[config.mk]
export PLATFORM = sky130hd
export DESIGN_NAME = fft_result_reader
export DESIGN_NICKNAME = d
export VERILOG_FILES = /design/src/rtl/fft_pkg.sv /design/src/rtl/fft_out_fifo.sv /design/src/rtl/fft_result_reader.sv
export SDC_FILE = /design/constraint.sdc
export NUM_CORES = 1
export LEC_CHECK = 0
export BUFFER_PORTS_ARGS = -buffer_cell sky130_fd_sc_hd__buf_2
export CORE_MARGIN = 3
export CORE_UTILIZATION = 46
export CTS_CLUSTER_SIZE = 28
export DETAILED_ROUTE_END_ITERATION = 12
export PLACE_DENSITY_LB_ADDON = 0.05
export SLEW_MARGIN = 10
export SYNTH_ARGS = -nofsm -noshare
export SYNTH_HDL_FRONTEND = slang
export SYNTH_SLANG_ARGS = --single-unit
export TNS_END_PERCENT = 10
[constraint.sdc]
create_clock -name clk_i -period 8.8 [get_ports clk_i]
set_clock_uncertainty 0.1 [all_clocks]
set_input_delay 0.88 -clock clk_i [delete_from_list [all_inputs] [get_ports clk_i]]
set_output_delay 0.88 -clock clk_i [all_outputs]
set_load 0.05 [all_outputs]
[src/rtl/fft_pkg.sv]
// Shared definitions for the FFT memory read-out path: default sizes,
// read-side FSM encoding and the address bit-reversal helper.
package fft_pkg;

  localparam int FFT_DATA_WIDTH = 16;
  localparam int FFT_POINTS_DEF = 64;
  localparam int FFT_ADDR_WIDTH = 6;

  // Output buffer depth; the issue rule keeps buffered + in-flight <= this.
  localparam int BUF_DEPTH = 4;
  localparam int BUF_CNT_W = 3;
  localparam int BUF_PTR_W = 2;

  // Widest address the bit-reversal helper supports.
  localparam int BITREV_MAX_W = 16;

  typedef enum logic [1:0] {
    ST_IDLE  = 2'd0,
    ST_READ  = 2'd1,
    ST_DRAIN = 2'd2
  } rd_state_e;

  // Reverse the low 'width' bits of val; bits at and above 'width' come back zero.
  function automatic logic [BITREV_MAX_W-1:0] bitrev(input logic [BITREV_MAX_W-1:0] val,
                                                     input int unsigned width);
    logic [BITREV_MAX_W-1:0] res;
    res = '0;
    for (int unsigned i = 0; i < BITREV_MAX_W; i++) begin
      if (i < width) res[width-1-i] = val[i];
    end
    return res;
  endfunction

endpackage

[src/rtl/fft_out_fifo.sv]
// Four-entry synchronous FIFO holding {real, imag} samples between the
// memory read port and the streaming output. Head is visible while not empty.
module fft_out_fifo
  import fft_pkg::*;
#(
  parameter int WIDTH = 2 * FFT_DATA_WIDTH
) (
  input  logic                 clk_i,
  input  logic                 rst_n_i,
  input  logic                 push_i,
  input  logic [WIDTH-1:0]     data_i,
  input  logic                 pop_i,
  output logic [WIDTH-1:0]     head_o,
  output logic [BUF_CNT_W-1:0] count_o,
  output logic                 empty_o
);

  logic [WIDTH-1:0]     mem_q [BUF_DEPTH];
  logic [BUF_PTR_W-1:0] wr_ptr_q, rd_ptr_q;
  logic [BUF_CNT_W-1:0] count_q;
  logic                 full;
  logic                 do_push, do_pop;

  // Guard both ends so a misbehaving neighbour cannot corrupt the pointers.
  always_comb begin
    full    = (count_q == BUF_CNT_W'(BUF_DEPTH));
    empty_o = (count_q == '0);
    do_pop  = pop_i && !empty_o;
    do_push = push_i && (!full || do_pop);
    head_o  = mem_q[rd_ptr_q];
    count_o = count_q;
  end

  // Storage, pointers and occupancy; push and pop in one cycle leave count unchanged.
  always_ff @(posedge clk_i) begin
    if (!rst_n_i) begin
      for (int i = 0; i < BUF_DEPTH; i++) mem_q[i] <= '0;
      wr_ptr_q <= '0;
      rd_ptr_q <= '0;
      count_q  <= '0;
    end else begin
      if (do_push) begin
        mem_q[wr_ptr_q] <= data_i;
        wr_ptr_q        <= wr_ptr_q + 1'b1;
      end
      if (do_pop) rd_ptr_q <= rd_ptr_q + 1'b1;
      case ({do_push, do_pop})
        2'b10:   count_q <= count_q + 1'b1;
        2'b01:   count_q <= count_q - 1'b1;
        default: count_q <= count_q;
      endcase
    end
  end

endmodule

[src/rtl/fft_result_reader.sv]
// Unloads one FFT frame from the data memory read port and streams it out
// in natural bin order over valid/ready, absorbing the memory's one-cycle
// read latency through a small output FIFO.
//
// state    | meaning
// ---------+-------------------------------------------------------------
// ST_IDLE  | waiting for start; address held at 0, nothing in flight
// ST_READ  | issuing addresses while buffer + in-flight reads < 4
// ST_DRAIN | every address issued; emptying the buffer until out_last
module fft_result_reader
  import fft_pkg::*;
#(
  parameter int DATA_WIDTH  = FFT_DATA_WIDTH,
  parameter int FFT_POINTS  = FFT_POINTS_DEF,
  parameter int ADDR_WIDTH  = FFT_ADDR_WIDTH,
  parameter bit BIT_REVERSE = 1'b1
) (
  input  logic                  clk_i,
  input  logic                  rst_n_i,
  input  logic                  start_i,
  output logic                  busy_o,
  output logic                  done_o,
  output logic [ADDR_WIDTH-1:0] mem_addr_o,
  input  logic [DATA_WIDTH-1:0] mem_data_real_i,
  input  logic [DATA_WIDTH-1:0] mem_data_imag_i,
  output logic                  out_valid_o,
  input  logic                  out_ready_i,
  output logic [DATA_WIDTH-1:0] out_real_o,
  output logic [DATA_WIDTH-1:0] out_imag_o,
  output logic [ADDR_WIDTH-1:0] out_index_o,
  output logic                  out_last_o
);

  localparam logic [ADDR_WIDTH-1:0] LAST_IDX = ADDR_WIDTH'(FFT_POINTS - 1);

  rd_state_e             state_q, state_d;
  logic [ADDR_WIDTH-1:0] rd_cnt_q, rd_cnt_d;
  logic [ADDR_WIDTH-1:0] idx_q, idx_d;
  logic                  inflight_q, inflight_d;
  logic                  done_q, done_d;

  logic                      issue;
  logic                      pop;
  logic                      last_hs;
  logic [2*DATA_WIDTH-1:0]   fifo_head;
  logic [BUF_CNT_W-1:0]      fifo_count;
  logic                      fifo_empty;

  // Data returned for the address issued last cycle lands in the buffer this cycle.
  fft_out_fifo #(
    .WIDTH (2 * DATA_WIDTH)
  ) u_fifo (
    .clk_i   (clk_i),
    .rst_n_i (rst_n_i),
    .push_i  (inflight_q),
    .data_i  ({mem_data_real_i, mem_data_imag_i}),
    .pop_i   (pop),
    .head_o  (fifo_head),
    .count_o (fifo_count),
    .empty_o (fifo_empty)
  );

  // Output view of the buffer head and the bin counter.
  always_comb begin
    out_valid_o = !fifo_empty;
    out_real_o  = fifo_head[2*DATA_WIDTH-1:DATA_WIDTH];
    out_imag_o  = fifo_head[DATA_WIDTH-1:0];
    out_index_o = idx_q;
    out_last_o  = out_valid_o && (idx_q == LAST_IDX);
    busy_o      = (state_q != ST_IDLE);
    done_o      = done_q;
    mem_addr_o  = BIT_REVERSE ? ADDR_WIDTH'(bitrev(BITREV_MAX_W'(rd_cnt_q), ADDR_WIDTH))
                              : rd_cnt_q;
  end

  // Next-state: issue only depends on registered occupancy, never on out_ready.
  always_comb begin
    state_d    = state_q;
    rd_cnt_d   = rd_cnt_q;
    done_d     = 1'b0;
    issue      = 1'b0;
    pop        = out_valid_o && out_ready_i;
    last_hs    = pop && (idx_q == LAST_IDX);
    idx_d      = pop ? ((idx_q == LAST_IDX) ? '0 : idx_q + 1'b1) : idx_q;

    case (state_q)
      ST_IDLE: begin
        if (start_i) begin
          state_d  = ST_READ;
          rd_cnt_d = '0;
        end
      end
      ST_READ: begin
        issue = ((fifo_count + BUF_CNT_W'(inflight_q)) < BUF_CNT_W'(BUF_DEPTH));
        if (issue) begin
          rd_cnt_d = rd_cnt_q + 1'b1;
          if (rd_cnt_q == LAST_IDX) state_d = ST_DRAIN;
        end
      end
      ST_DRAIN: begin
        if (last_hs) begin
          state_d = ST_IDLE;
          done_d  = 1'b1;
        end
      end
      default: state_d = ST_IDLE;
    endcase

    inflight_d = issue;
  end

  // State, counters, in-flight flag and done pulse.
  always_ff @(posedge clk_i) begin
    if (!rst_n_i) begin
      state_q    <= ST_IDLE;
      rd_cnt_q   <= '0;
      idx_q      <= '0;
      inflight_q <= 1'b0;
      done_q     <= 1'b0;
    end else begin
      state_q    <= state_d;
      rd_cnt_q   <= rd_cnt_d;
      idx_q      <= idx_d;
      inflight_q <= inflight_d;
      done_q     <= done_d;
    end
  end

endmodule

# After elaboration in Yosys (flattened, before gate mapping)

Memory sizes are Yosys's and may differ from the RTL's. A register that Yosys moved wholly into a read port is not among the register bits.
Index checks and enable logic that the tools add are counted.

Add/sub/neg operators: 7
Magnitude comparators: 1
Equal/unequal tests: 11
Mux-type cells: 20
Reduce and logical (&&, ||, !) cells: 18

Operators with widths:

| operator            | number |
|---|---|
| $mux 32             | 1 |
| $reduce_or 32->1    | 1 |
| $mux 6              | 3 |
| $mux 2              | 7 |
| $add 6x1->6 const B | 2 |
| $eq 6x6->1 const B  | 2 |
| $pmux 6 s2          | 1 |
| $ne 2x2->1 const B  | 4 |
| $mux 1              | 6 |
| $pmux 2 s3          | 1 |
| $pmux 3 s2          | 1 |
| $reduce_bool 2->1   | 3 |
| $logic_and 1x1->1   | 5 |
| $add 2x1->2 const B | 2 |
| $eq 2x1->1 const B  | 2 |
| $eq 2x2->1 const B  | 2 |
| $reduce_and 2->1    | 2 |
| $reduce_and 4->1    | 1 |
| $add 3x1->3         | 1 |
| $add 3x1->3 const B | 1 |
| $eq 3x3->1 const B  | 1 |
| $logic_not 3->1     | 1 |
| $lt 3x3->1 const B  | 1 |
| $reduce_and 3->1    | 1 |
| 4 further kinds     | 5 |

Bits in registers: 23
Bits in writable memories: 128
Input port bits: 36
Output and inout port bits: 48
Word-level logic and storage cells: 66
Memories kept: 1

Memory list:

| memory       | words | width | rd ports | clocked after Yosys merged registers in | write ports | line               | text |
|---|---|---|---|---|---|---|---|
| u_fifo.mem_q | 4     | 32    | 1        | 1                                       | 4           | fft_out_fifo.sv:18 | `logic [WIDTH-1:0] mem_q [BUF_DEPTH];` |

# Logic depth before layout (Yosys ltp)

Depth after elaboration: 11
Gate-level depth with buffers: 6
Depth with buffers taken out: 6

# Cells and area by module

A second synthesis with hierarchy kept.

Cells, all modules: 470
Area total of the unflattened synthesis: 6852.8 um^2

Modules (own cells, without submodules):

| module            | times used | cells each | area an instance (um^2) | sequential area each (um^2) |
|---|---|---|---|---|
| fft_out_fifo      | 1          | 375        | 6052.1                  | 4023.9 |
| fft_result_reader | 1          | 95         | 800.8                   | 320.3 |

# Worst setup path before layout

OpenSTA, ideal clock, no wires.

Path type: input-to-reg
Start: input port out_ready_i
End: memory u_fifo.mem_q[2][0] in the netlist's numbering, enable pin
Setup time: 0.470 ns
Arrival: 3.548 ns
Required time: 8.230 ns
Setup slack: 4.682 ns
Cell stages on the path: 3
Path buffers: 0
Cell sequence: or4b_1 -> nand2_2 -> o31ai_1

RTL lines:

| element            | line                    | text |
|---|---|---|
| start: declaration | fft_result_reader.sv:27 | `input logic out_ready_i,` |
| end: declaration   | fft_out_fifo.sv:18      |  |

==> out/metrics.yaml <==
place_inst: 688
antenna_cells: 0
yosysMostFrequentCell: "edfxtp_1"
ys_top_cells_by_count: "128 x edfxtp_1, 66 x and3_1, 64 x and2_1, 32 x mux4_2, 25 x dfxtp_1"
synth.distinct_cells: 42
syn_to_final_growth_pct: 18.6
antenna_found_initial: 1
rsz0062_at_grt: "false"
drc_errors: 0
end_kind: "output port"
ant_nets: 0
route.vias.total: 3828
hp-class: "flop to flop"
endpoint: "out_imag_o[9]"
cts_sinks: 153
slew_violations: 0
timing.final.crit_share_pct: 35.2
cts_root_buffer: "clkbuf_16"
dieWidth_microns: 126
yosysTopAreaCell: "edfxtp_1"
min_period_ns: 3.10
total_power_uw: 2200
instances_no_fill: 720
dp_hpwl_microns: 7770
power_leakage_uw: 0.00322
grt_pass1_wl_microns: 21800
cts_inserted_buffers: 17
h-tree-depth: 4
start_util_pct: 47.4
outcome: "complete, no violations"
mappedNetlistArea_sq_mm: 0.00664
syn_inst: 447
grt_pass1_vias: 4070
clock_latency_ns: 0.41
fmax_mhz: 322
synth.avg_cell_area_sq_um: 14.8
crit_chain: "buf_4 > mux4_2 > buf_2"
cellPowerDensity_mw_per_mm2: 279
wirelength_microns: 13400
r2r_end: "u_fifo.mem_q[0][6]"
core_sq_mm: 0.0140
numPortBuffers: 83
async_flop_share_pct: 0
max_stage_delay_ns: 0.61
io_pins: 84
cpMaxStageDelayCell: "mux4_2"
criticalPathCategory: "flop to output port"
peakVddDrop_mv: 0.177
place_congestion: 0.745
synth.area.top_cells: "edfxtp_1 58%, mux4_2 11%, dfxtp_1 7.5%"
crit_buf_inv: 2
yosysWarnings: 0
worstPathArrival_ns: 2.12
dr.pass1.iters: 4
post_cts_buffers: 0
final_nets: 566
drt_iter0_markers: 306
crit_required_ns: 7.82
die_area_sq_mm: 0.0159
clk_pin_slew_ns: 0.06
syn_nets: 486
hold_buffers: 0
hold_viol_final: 0
wl_per_cell_microns: 18.6
r2r_setup_slack_ns: 6.11
start_kind: "flop"
die_h_microns: 126
ys_ff_latch: 153
synth_top_flop_cell: "edfxtp_1"
finalSetupTns_ns: 0
grt_max_degree: 97
clockBufferDepth: 2
cts_resized: 0
grt_overflow: 0
cp.depth: 3
setup-violations-final: 0
critPathTopFamily: "buffers and inverters"
grt_util_all_layers_pct: 17.9
synth_top_area_share_pct: 57.9
r2r_cells: 5
drive_gt1_share_pct: 30.4
vias_per_cell: 5.32
rows: 43
cts_tree: "built"
cap_violations: 0
synth_edf_count: 128
hold_path.startpoint: "state_q[0]"
crit_fanout: 32
reg2reg_from: "u_fifo.count_o[0]"
tightest_slew_ns: 0.924
ys_seq_area_share_pct: 65.5
slew_headroom_pct: 38.4
logic make-up after synthesis:
kind of cell | share of synthesized area, %
buffers and inverters | 2.28
xor gates and xnor gates | 1.32
and+or+nand+nor | 16.3
adders and majority gates | 0.679
muxes | 11.6
DFF | 65.5
AOI/OAI and AO/OA | 2.30
worst reg2reg max path, delay by kind of cell (launching register included):
family,cells,cell delay [ns]
buf+inv,1,0.25
simple gates,4,1.53
flops,1,0.36
placed cells by master, fill, tap and decap left out, drive strengths merged, types with 2 or more instances in the layout:
cell / instances
edfxtp: 128
buf: 91
and3: 66
and2: 64
mux4: 32
clkbuf: 28
dfxtp: 25
nor2: 19
nand2: 11
inv: 7
nand3: 7
xor2: 7
a21oi: 6
mux2i: 4
o31ai: 4
o21ai: 4
nand4: 3
xnor2: 3
clkinv: 3
nand2b: 3
or3: 3
o211ai: 2
ha: 2
nor4: 2
nor2b: 2
registers in the layout, indices dropped and copies added, names as in the netlist, named ones only:
signal and cells:
state_q 2, u_fifo.count_o 3, done_o 1, rd_cnt_q 6, inflight_q 1, u_fifo.mem_q 128
u_fifo.wr_ptr_q 2, u_fifo.rd_ptr_q 2, out_index_o 6
metal layers:
layer	routed length, microns	up-vias	global-route usage (%)	share of wire [%]
li1	-	1844	-	-
met1	5700	1892	22.4	43
met2	6850	72	29.9	51
met3	600	18	5.00	4.5
met4	199	2	6.25	1.5
met5	7	-	0	0.052
layout make-up:
| cell class | count | area (sq um) |
|---|---|---|
| clock inverters | 4 | 22.5 |
| inverters | 7 | 26.3 |
| flip-flops and latches | 153 | 4350 |
| repair buffers | 91 | 475 |
| well taps | 180 | 225 |
| multi-input cells | 257 | 2190 |
| clock buffers | 28 | 582 |
| fillers | 1193 | 6120 |
through the flow:
| stage | area (sq um) | util, % | hold slack (ns) | setup WS (ns) |
|---|---|---|---|---|
| floorplan | 6640 | - | 0.345 | 4.68 |
| global placement | 7270 | 52.0 | 0.372 | 5.35 |
| detailed placement | 7270 | 52.0 | 0.383 | 5.30 |
| CTS | 7870 | 56.3 | 0.399 | 5.62 |
| global route | 7870 | 56.3 | 0.419 | 5.55 |
| finish | 7870 | 56.3 | 0.397 | 5.70 |
worst min-delay path by stage:
stage | endpoint | slack [ns] | depth (start not counted)
2_1_floorplan | done_o | 0.35 | 1
3_3_place_gp | state_q[1] | 0.37 | 2
3_5_place_dp | done_o | 0.38 | 1
4_1_cts | done_o | 0.40 | 1
5_1_grt | done_o | 0.42 | 1
6_report | done_o | 0.40 | 1
where the power goes:
group	switching [uW]	internal, uW	total [uW]
clock network	272	450	722
logic	401	191	592
registers	37.1	844	881
(Power assumes the default switching activity.)
